==> src/rtl/bcd_pkg.sv <==
// Shared types and constants for the serial BCD add/subtract controller.
package bcd_pkg;

    typedef enum logic [1:0] {
        IDLE = 2'd0,
        ADD  = 2'd1,
        FIX  = 2'd2,
        DONE = 2'd3
    } state_t;

    typedef logic [3:0] bcd_digit_t;

    localparam bcd_digit_t DIGIT_MAX = 4'd9;
    localparam bcd_digit_t BCD_CORR  = 4'd6;

endpackage

==> src/rtl/bcd_digit_adder.sv <==
// One-digit BCD adder; mode=1 nines-complements b so the same cell serves subtract and tens-complement.
module bcd_digit_adder
    import bcd_pkg::*;
(
    input  bcd_digit_t a,
    input  bcd_digit_t b,
    input  logic       mode,
    input  logic       cin,
    output bcd_digit_t sum,
    output logic       cout
);

    bcd_digit_t b_eff;
    logic [4:0] bin;

    always_comb begin
        b_eff = mode ? (DIGIT_MAX - b) : b;
        bin   = {1'b0, a} + {1'b0, b_eff} + {4'b0000, cin};
        if (bin > {1'b0, DIGIT_MAX}) begin
            sum  = bin[3:0] + BCD_CORR;
            cout = 1'b1;
        end else begin
            sum  = bin[3:0];
            cout = 1'b0;
        end
    end

endmodule

==> src/rtl/bcd_serial_addsub_ctrl.sv <==
// Digit-serial BCD add/subtract with valid/ready handshake on both sides.
// Define BCD_SIGN_MAGNITUDE_EN to add the FIX pass that turns negative differences into sign-magnitude.
//
// state | meaning
// IDLE  | waiting for an operand set (in_ready)
// ADD   | one digit per cycle, low digit first
// FIX   | tens-complement of S for a negative difference
// DONE  | result held until out_ready
module bcd_serial_addsub_ctrl
    import bcd_pkg::*;
#(
    parameter int NDIGITS = 4
)
(
    input  logic                 clk,
    input  logic                 rst,
    input  logic                 in_valid,
    output logic                 in_ready,
    input  logic [4*NDIGITS-1:0] A,
    input  logic [4*NDIGITS-1:0] B,
    input  logic                 M,
    output logic                 out_valid,
    input  logic                 out_ready,
    output logic [4*NDIGITS-1:0] S,
    output logic                 cout,
    output logic                 neg,
    output logic                 err
);

    localparam int W  = 4 * NDIGITS;
    localparam int IW = (NDIGITS > 1) ? $clog2(NDIGITS) : 1;

    state_t         state, state_nx;
    logic [W-1:0]   a_r, b_r, s_r;
    logic           m_r, carry, cout_r, err_r;
    logic [IW-1:0]  idx;
    bcd_digit_t     sel_a, sel_b, sel_s;
    bcd_digit_t     dig_a, dig_b, dig_sum;
    logic           dig_m, dig_cout, last, in_err;
`ifdef BCD_SIGN_MAGNITUDE_EN
    logic           neg_r;
`endif

    always_comb begin
        sel_a = '0;
        sel_b = '0;
        sel_s = '0;
        for (int i = 0; i < NDIGITS; i++) begin
            if (idx == IW'(i)) begin
                sel_a = a_r[i*4 +: 4];
                sel_b = b_r[i*4 +: 4];
                sel_s = s_r[i*4 +: 4];
            end
        end
        // FIX reuses the adder as 0 + (9 - s) + carry
        if (state == FIX) begin
            dig_a = '0;
            dig_b = sel_s;
            dig_m = 1'b1;
        end else begin
            dig_a = sel_a;
            dig_b = sel_b;
            dig_m = m_r;
        end
    end

    bcd_digit_adder u_digit (
        .a    (dig_a),
        .b    (dig_b),
        .mode (dig_m),
        .cin  (carry),
        .sum  (dig_sum),
        .cout (dig_cout)
    );

    always_comb begin
        in_err = 1'b0;
        for (int i = 0; i < NDIGITS; i++) begin
            if ((A[i*4 +: 4] > DIGIT_MAX) || (B[i*4 +: 4] > DIGIT_MAX)) begin
                in_err = 1'b1;
            end
        end
    end

    assign last = (idx == IW'(NDIGITS - 1));

    always_comb begin
        state_nx = state;
        case (state)
            IDLE: if (in_valid) state_nx = ADD;
            ADD: begin
                if (last) begin
`ifdef BCD_SIGN_MAGNITUDE_EN
                    state_nx = (m_r && !dig_cout) ? FIX : DONE;
`else
                    state_nx = DONE;
`endif
                end
            end
            FIX:  if (last) state_nx = DONE;
            DONE: if (out_ready) state_nx = IDLE;
            default: state_nx = IDLE;
        endcase
    end

    always_ff @(posedge clk) begin
        if (rst) begin
            state  <= IDLE;
            a_r    <= '0;
            b_r    <= '0;
            m_r    <= 1'b0;
            s_r    <= '0;
            idx    <= '0;
            carry  <= 1'b0;
            cout_r <= 1'b0;
            err_r  <= 1'b0;
`ifdef BCD_SIGN_MAGNITUDE_EN
            neg_r  <= 1'b0;
`endif
        end else begin
            state <= state_nx;
            case (state)
                IDLE: begin
                    if (in_valid) begin
                        a_r    <= A;
                        b_r    <= B;
                        m_r    <= M;
                        idx    <= '0;
                        carry  <= M;
                        cout_r <= 1'b0;
                        err_r  <= in_err;
`ifdef BCD_SIGN_MAGNITUDE_EN
                        neg_r  <= 1'b0;
`endif
                    end
                end
                ADD: begin
                    for (int i = 0; i < NDIGITS; i++) begin
                        if (idx == IW'(i)) s_r[i*4 +: 4] <= dig_sum;
                    end
                    carry <= dig_cout;
                    idx   <= idx + IW'(1);
                    if (last) begin
                        cout_r <= dig_cout;
                        idx    <= '0;
`ifdef BCD_SIGN_MAGNITUDE_EN
                        if (m_r && !dig_cout) carry <= 1'b1;
`endif
                    end
                end
`ifdef BCD_SIGN_MAGNITUDE_EN
                FIX: begin
                    for (int i = 0; i < NDIGITS; i++) begin
                        if (idx == IW'(i)) s_r[i*4 +: 4] <= dig_sum;
                    end
                    carry <= dig_cout;
                    idx   <= idx + IW'(1);
                    if (last) begin
                        neg_r <= 1'b1;
                        idx   <= '0;
                    end
                end
`endif
                default: ;
            endcase
        end
    end

    assign in_ready  = (state == IDLE);
    assign out_valid = (state == DONE);
    assign S         = s_r;
    assign cout      = cout_r;
    assign err       = err_r;
`ifdef BCD_SIGN_MAGNITUDE_EN
    assign neg       = neg_r;
`else
    assign neg       = 1'b0;
`endif

endmodule
==> config.mk <==
export PLATFORM = sky130hd
export DESIGN_NAME = bcd_serial_addsub_ctrl
export DESIGN_NICKNAME = d
export VERILOG_FILES = /design/src/rtl/bcd_pkg.sv /design/src/rtl/bcd_digit_adder.sv /design/src/rtl/bcd_serial_addsub_ctrl.sv
export SDC_FILE = /design/constraint.sdc
export NUM_CORES = 1
export LEC_CHECK = 0
export ABC_AREA = 0
export CORE_MARGIN = 2
export CORE_UTILIZATION = 25
export DETAILED_ROUTE_END_ITERATION = 8
export SYNTH_ARGS = -nofsm -noshare
export SYNTH_HDL_FRONTEND = slang
export SYNTH_SLANG_ARGS = --single-unit
==> constraint.sdc <==
create_clock -name clk -period 5.6 [get_ports clk]
set_clock_uncertainty 0.15 [all_clocks]
set_input_delay 1.12 -clock clk [delete_from_list [all_inputs] [get_ports clk]]
set_output_delay 1.12 -clock clk [all_outputs]
set_load 0.05 [all_outputs]
==> results_dict.tcl, run 1 <==
set metrics [dict create \
    outcome "finished clean" \
    min_period_ns 4.827 \
    postCtsSetupBuffers 0 \
    r2r.worst_path.cells 14 \
    io_buffers 56 \
    rsz0062_at_grt "no" \
    max_stage_delay_ns 0.70 \
    dieArea_sq_mm 0.01323 \
    start_kind "flip-flop" \
    drive_gt1_share_pct 3.872 \
    min_path_type "reg -> reg" \
    crit_cells 14 \
    gr-usage-all-layers_pct 13.87 \
    tritoncts "yes" \
    grt_pass1_wl_mm 14.48 \
    insertion_delay_ns 0.29 \
    syn_nets 455 \
    ir_drop_v 0.0002520 \
    htreeDepth 2 \
    synthAdderAreaFrac_pct 6.986 \
    drc 0 \
    worst_ep_required_time_ns 5.57 \
    synth-seq-cells 56 \
    io_pins 58 \
    vias_per_cell 4.952 \
    crit_path_end_kind "flip-flop" \
    syn_inst 402 \
    final_nets 491 \
    p_per_area_mw_per_mm2 471.0 \
    syn_area_sq_mm 0.003080 \
    initialDrtViolationCount 131 \
    first_global_vias 2870 \
    path_cells "ha_1 -> o21ai_0 -> mux4_2 -> o21ai_0 -> ha_1 -> nand2_1 -> o31ai_1 -> ha_1 -> xor2_2 -> ha_1 -> a22o_2 -> o311ai_2 -> xor2_1 -> a211oi_1" \
    setup_viol 0 \
    synth_top_area_share_pct 36.39 \
    ant_nets 0 \
    synthFlopType "dfxtp_1" \
    wire_per_inst_um 15.44 \
    synth_common_cells "nand2_1 (105), dfxtp_1 (56), a21oi_1 (43)" \
    worstPathArrival_ns 4.80 \
    synth_area_per_cell_sq_um 7.663 \
    cts-root-buf "clkbuf_16" \
    totalWireLength_mm 9.047 \
    clock_path_buffers 2 \
    hold_end "a_r[0]" \
    p_leak_uw 0.001358 \
    cts-buffers-inserted 5 \
    row_count 40 \
    final_hold_viol_count 0 \
    maxSlewViolCount 0 \
    initial_utilization_pct 25.65 \
    grt_max_degree 58 \
    path_class "reg -> reg" \
    yosys.area_share.simple_pct 24.21 \
    r2r_start "idx[0]" \
    gp_congestion 0.8415 \
    synth_edf_count 0 \
    syn_to_final_growth_pct 25.47 \
    yosysMostFrequentCell "nand2_1" \
    synth_xor_area_share_pct 1.097 \
    async_reset_ff_share_pct 0 \
    synth_area_leaders "dfxtp_1 (36%), nand2_1 (13%), a21oi_1 (7.0%), ha_1 (5.7%), o21ai_0 (4.1%)" \
    clock_sinks 56 \
    yosysUniqueCellTypes 52 \
    muxShareOfSynthArea_pct 4.468 \
    core_sq_mm 0.01201 \
    tns_ns 0 \
    grt_overflow_total 0 \
    drv_cap 0 \
    filler_cell_count 1291 \
    fin_cells 586 \
    cp.buffers_inverters 0 \
    n_antenna_cell 0 \
    min_path_cells 2 \
    slew-limit-headroom_pct 20.16 \
    yosysSeqAreaShare_pct 36.39 \
    synth_compound_gate_area_share_pct 22.01 \
    cp_top_family "adder cells" \
    vias 2902 \
    post_dp_cell_area_sq_mm 0.003712 \
    final.period_utilization_pct 86.19 \
    r2r_end "S[1]" \
    final_area_sq_mm 0.003865 \
    fin_total_pwr_uw 1820 \
    placed_cells 578 \
    synth_top_family_by_area "simple AND/OR/NAND/NOR gates" \
    cts.repair.resized 0 \
    yosysTopAreaCell "dfxtp_1" \
    min-delay-start "a_r[0]" \
    hpwlAfterDp_mm 6.859 \
    critPathSlowestCell "ha_1" \
    clk_pin_slew_ns 0.07 \
    ys_warn_count 0 \
    path_max_fanout 26 \
    crit_top_cell "ha_1" \
    holdWs_ns 0.3100 \
    firstDrtPassIters 4 \
    ff2ff_setup_slack_ns 0.77 \
    tightest_slew_ns 1.198 \
    grt_antenna_before_repair 0 \
    cts_hold_buf 0 \
    max_freq_mhz 207.2 \
    fp.dieH_um 115.0 \
    dieWidth_um 115.0 \
]
[worst reg2reg max path: stages, from the launching register on]
cell and delay, ns:
dfxtp_1 0.41, ha_1 0.70, o21ai_0 0.19, mux4_2 0.50, o21ai_0 0.37, ha_1 0.31
nand2_1 0.06, o31ai_1 0.07, ha_1 0.36, xor2_2 0.21, ha_1 0.24, a22o_2 0.31
o311ai_2 0.30, xor2_1 0.34, a211oi_1 0.13
[per-stage QoR]
stage / utilization, % / setup WS, ns
after global routing: 32.18 / 0.3494
after CTS: 32.18 / 0.7796
after global placement: 30.91 / 0.9389
after floorplan: - / 1.413
after detailed placement: 30.91 / 0.7906
final: 32.18 / 0.7734
[how the worst max path moves through the flow]
stage | startpoint | endpoint | slack (ns)
floorplan | state[0] | S[13] | 1.41
global placement | idx[1] | S[13] | 0.94
detailed placement | idx[0] | S[1] | 0.79
CTS | idx[0] | S[1] | 0.78
global route | idx[1] | S[1] | 0.35
finish | idx[0] | S[1] | 0.77
[placed cells by master (no fill, tap or decap), types with 4 or more instances in the layout]
| cell | instances |
|---|---|
| clkbuf_16 | 5 |
| o21ai_0 | 25 |
| a211oi_1 | 9 |
| dfxtp_1 | 56 |
| o32ai_1 | 4 |
| a311oi_1 | 4 |
| nor3_1 | 9 |
| nand2_1 | 105 |
| mux2i_1 | 7 |
| and2_1 | 6 |
| o21bai_1 | 4 |
| inv_1 | 9 |
| nor4_1 | 4 |
| nor2_1 | 26 |
| clkdlybuf4s50_1 | 55 |
| ha_1 | 14 |
| nor2b_1 | 4 |
| a21oi_1 | 43 |
[metal layers]
layer	GRT usage, %	vias to the layer above	wire, um
met5	0	-	0
met4	3.775	0	129
met3	2.372	8	313
met2	24.39	56	4440
met1	17.52	1378	4164
li1	-	1460	-
[cells by family after synthesis]
| family | Yosys count |
|---|---|
| XOR/XNOR | 3 |
| flip-flops | 56 |
| AO/OA/AOI/OAI | 108 |
| buffers and inverters | 37 |
| adder cells (fa/ha/maj) | 16 |
| AND/OR/NAND/NOR | 171 |
| multiplexers | 10 |
| other | 1 |
[flip-flops by register name, summed over array words and instances, names as in the netlist]
name / count
cout: 1
state: 2
S: 16
carry: 1
idx: 2
b_r: 16
err: 1
a_r: 16
m_r: 1
[final cells by class]
type	instances	area, sq um	area share [%]
Clock buffer	6	138.9	3.593
Clock inverter	2	13.76	0.3561
Inverter	10	37.54	0.9712
Multi-Input combinational cell	309	1814	46.94
Sequential cell	56	1121	29.01
Tap cell	147	183.9	4.759
Timing Repair Buffer	56	555.5	14.37
[where the power goes]
group | leakage (uW) | switching, uW | internal [uW] | total (uW)
clock network | 0.0000772 | 149 | 179 | 328
registers | 0.000458 | 57.6 | 470 | 528
logic | 0.000823 | 620 | 344 | 964
No activity file was read; power rests on OpenSTA's default activity.
==> run 2, diff against run 1 <==
--- a/config.mk
+++ b/config.mk
@@ -9,6 +9,7 @@
 export CORE_MARGIN = 2
 export CORE_UTILIZATION = 25
 export DETAILED_ROUTE_END_ITERATION = 8
+export HOLD_SLACK_MARGIN = 0.15
 export SYNTH_ARGS = -nofsm -noshare
 export SYNTH_HDL_FRONTEND = slang
 export SYNTH_SLANG_ARGS = --single-unit
==> results of run 2 <==
Final layout, timing and power as in run 1 (identical DEF).
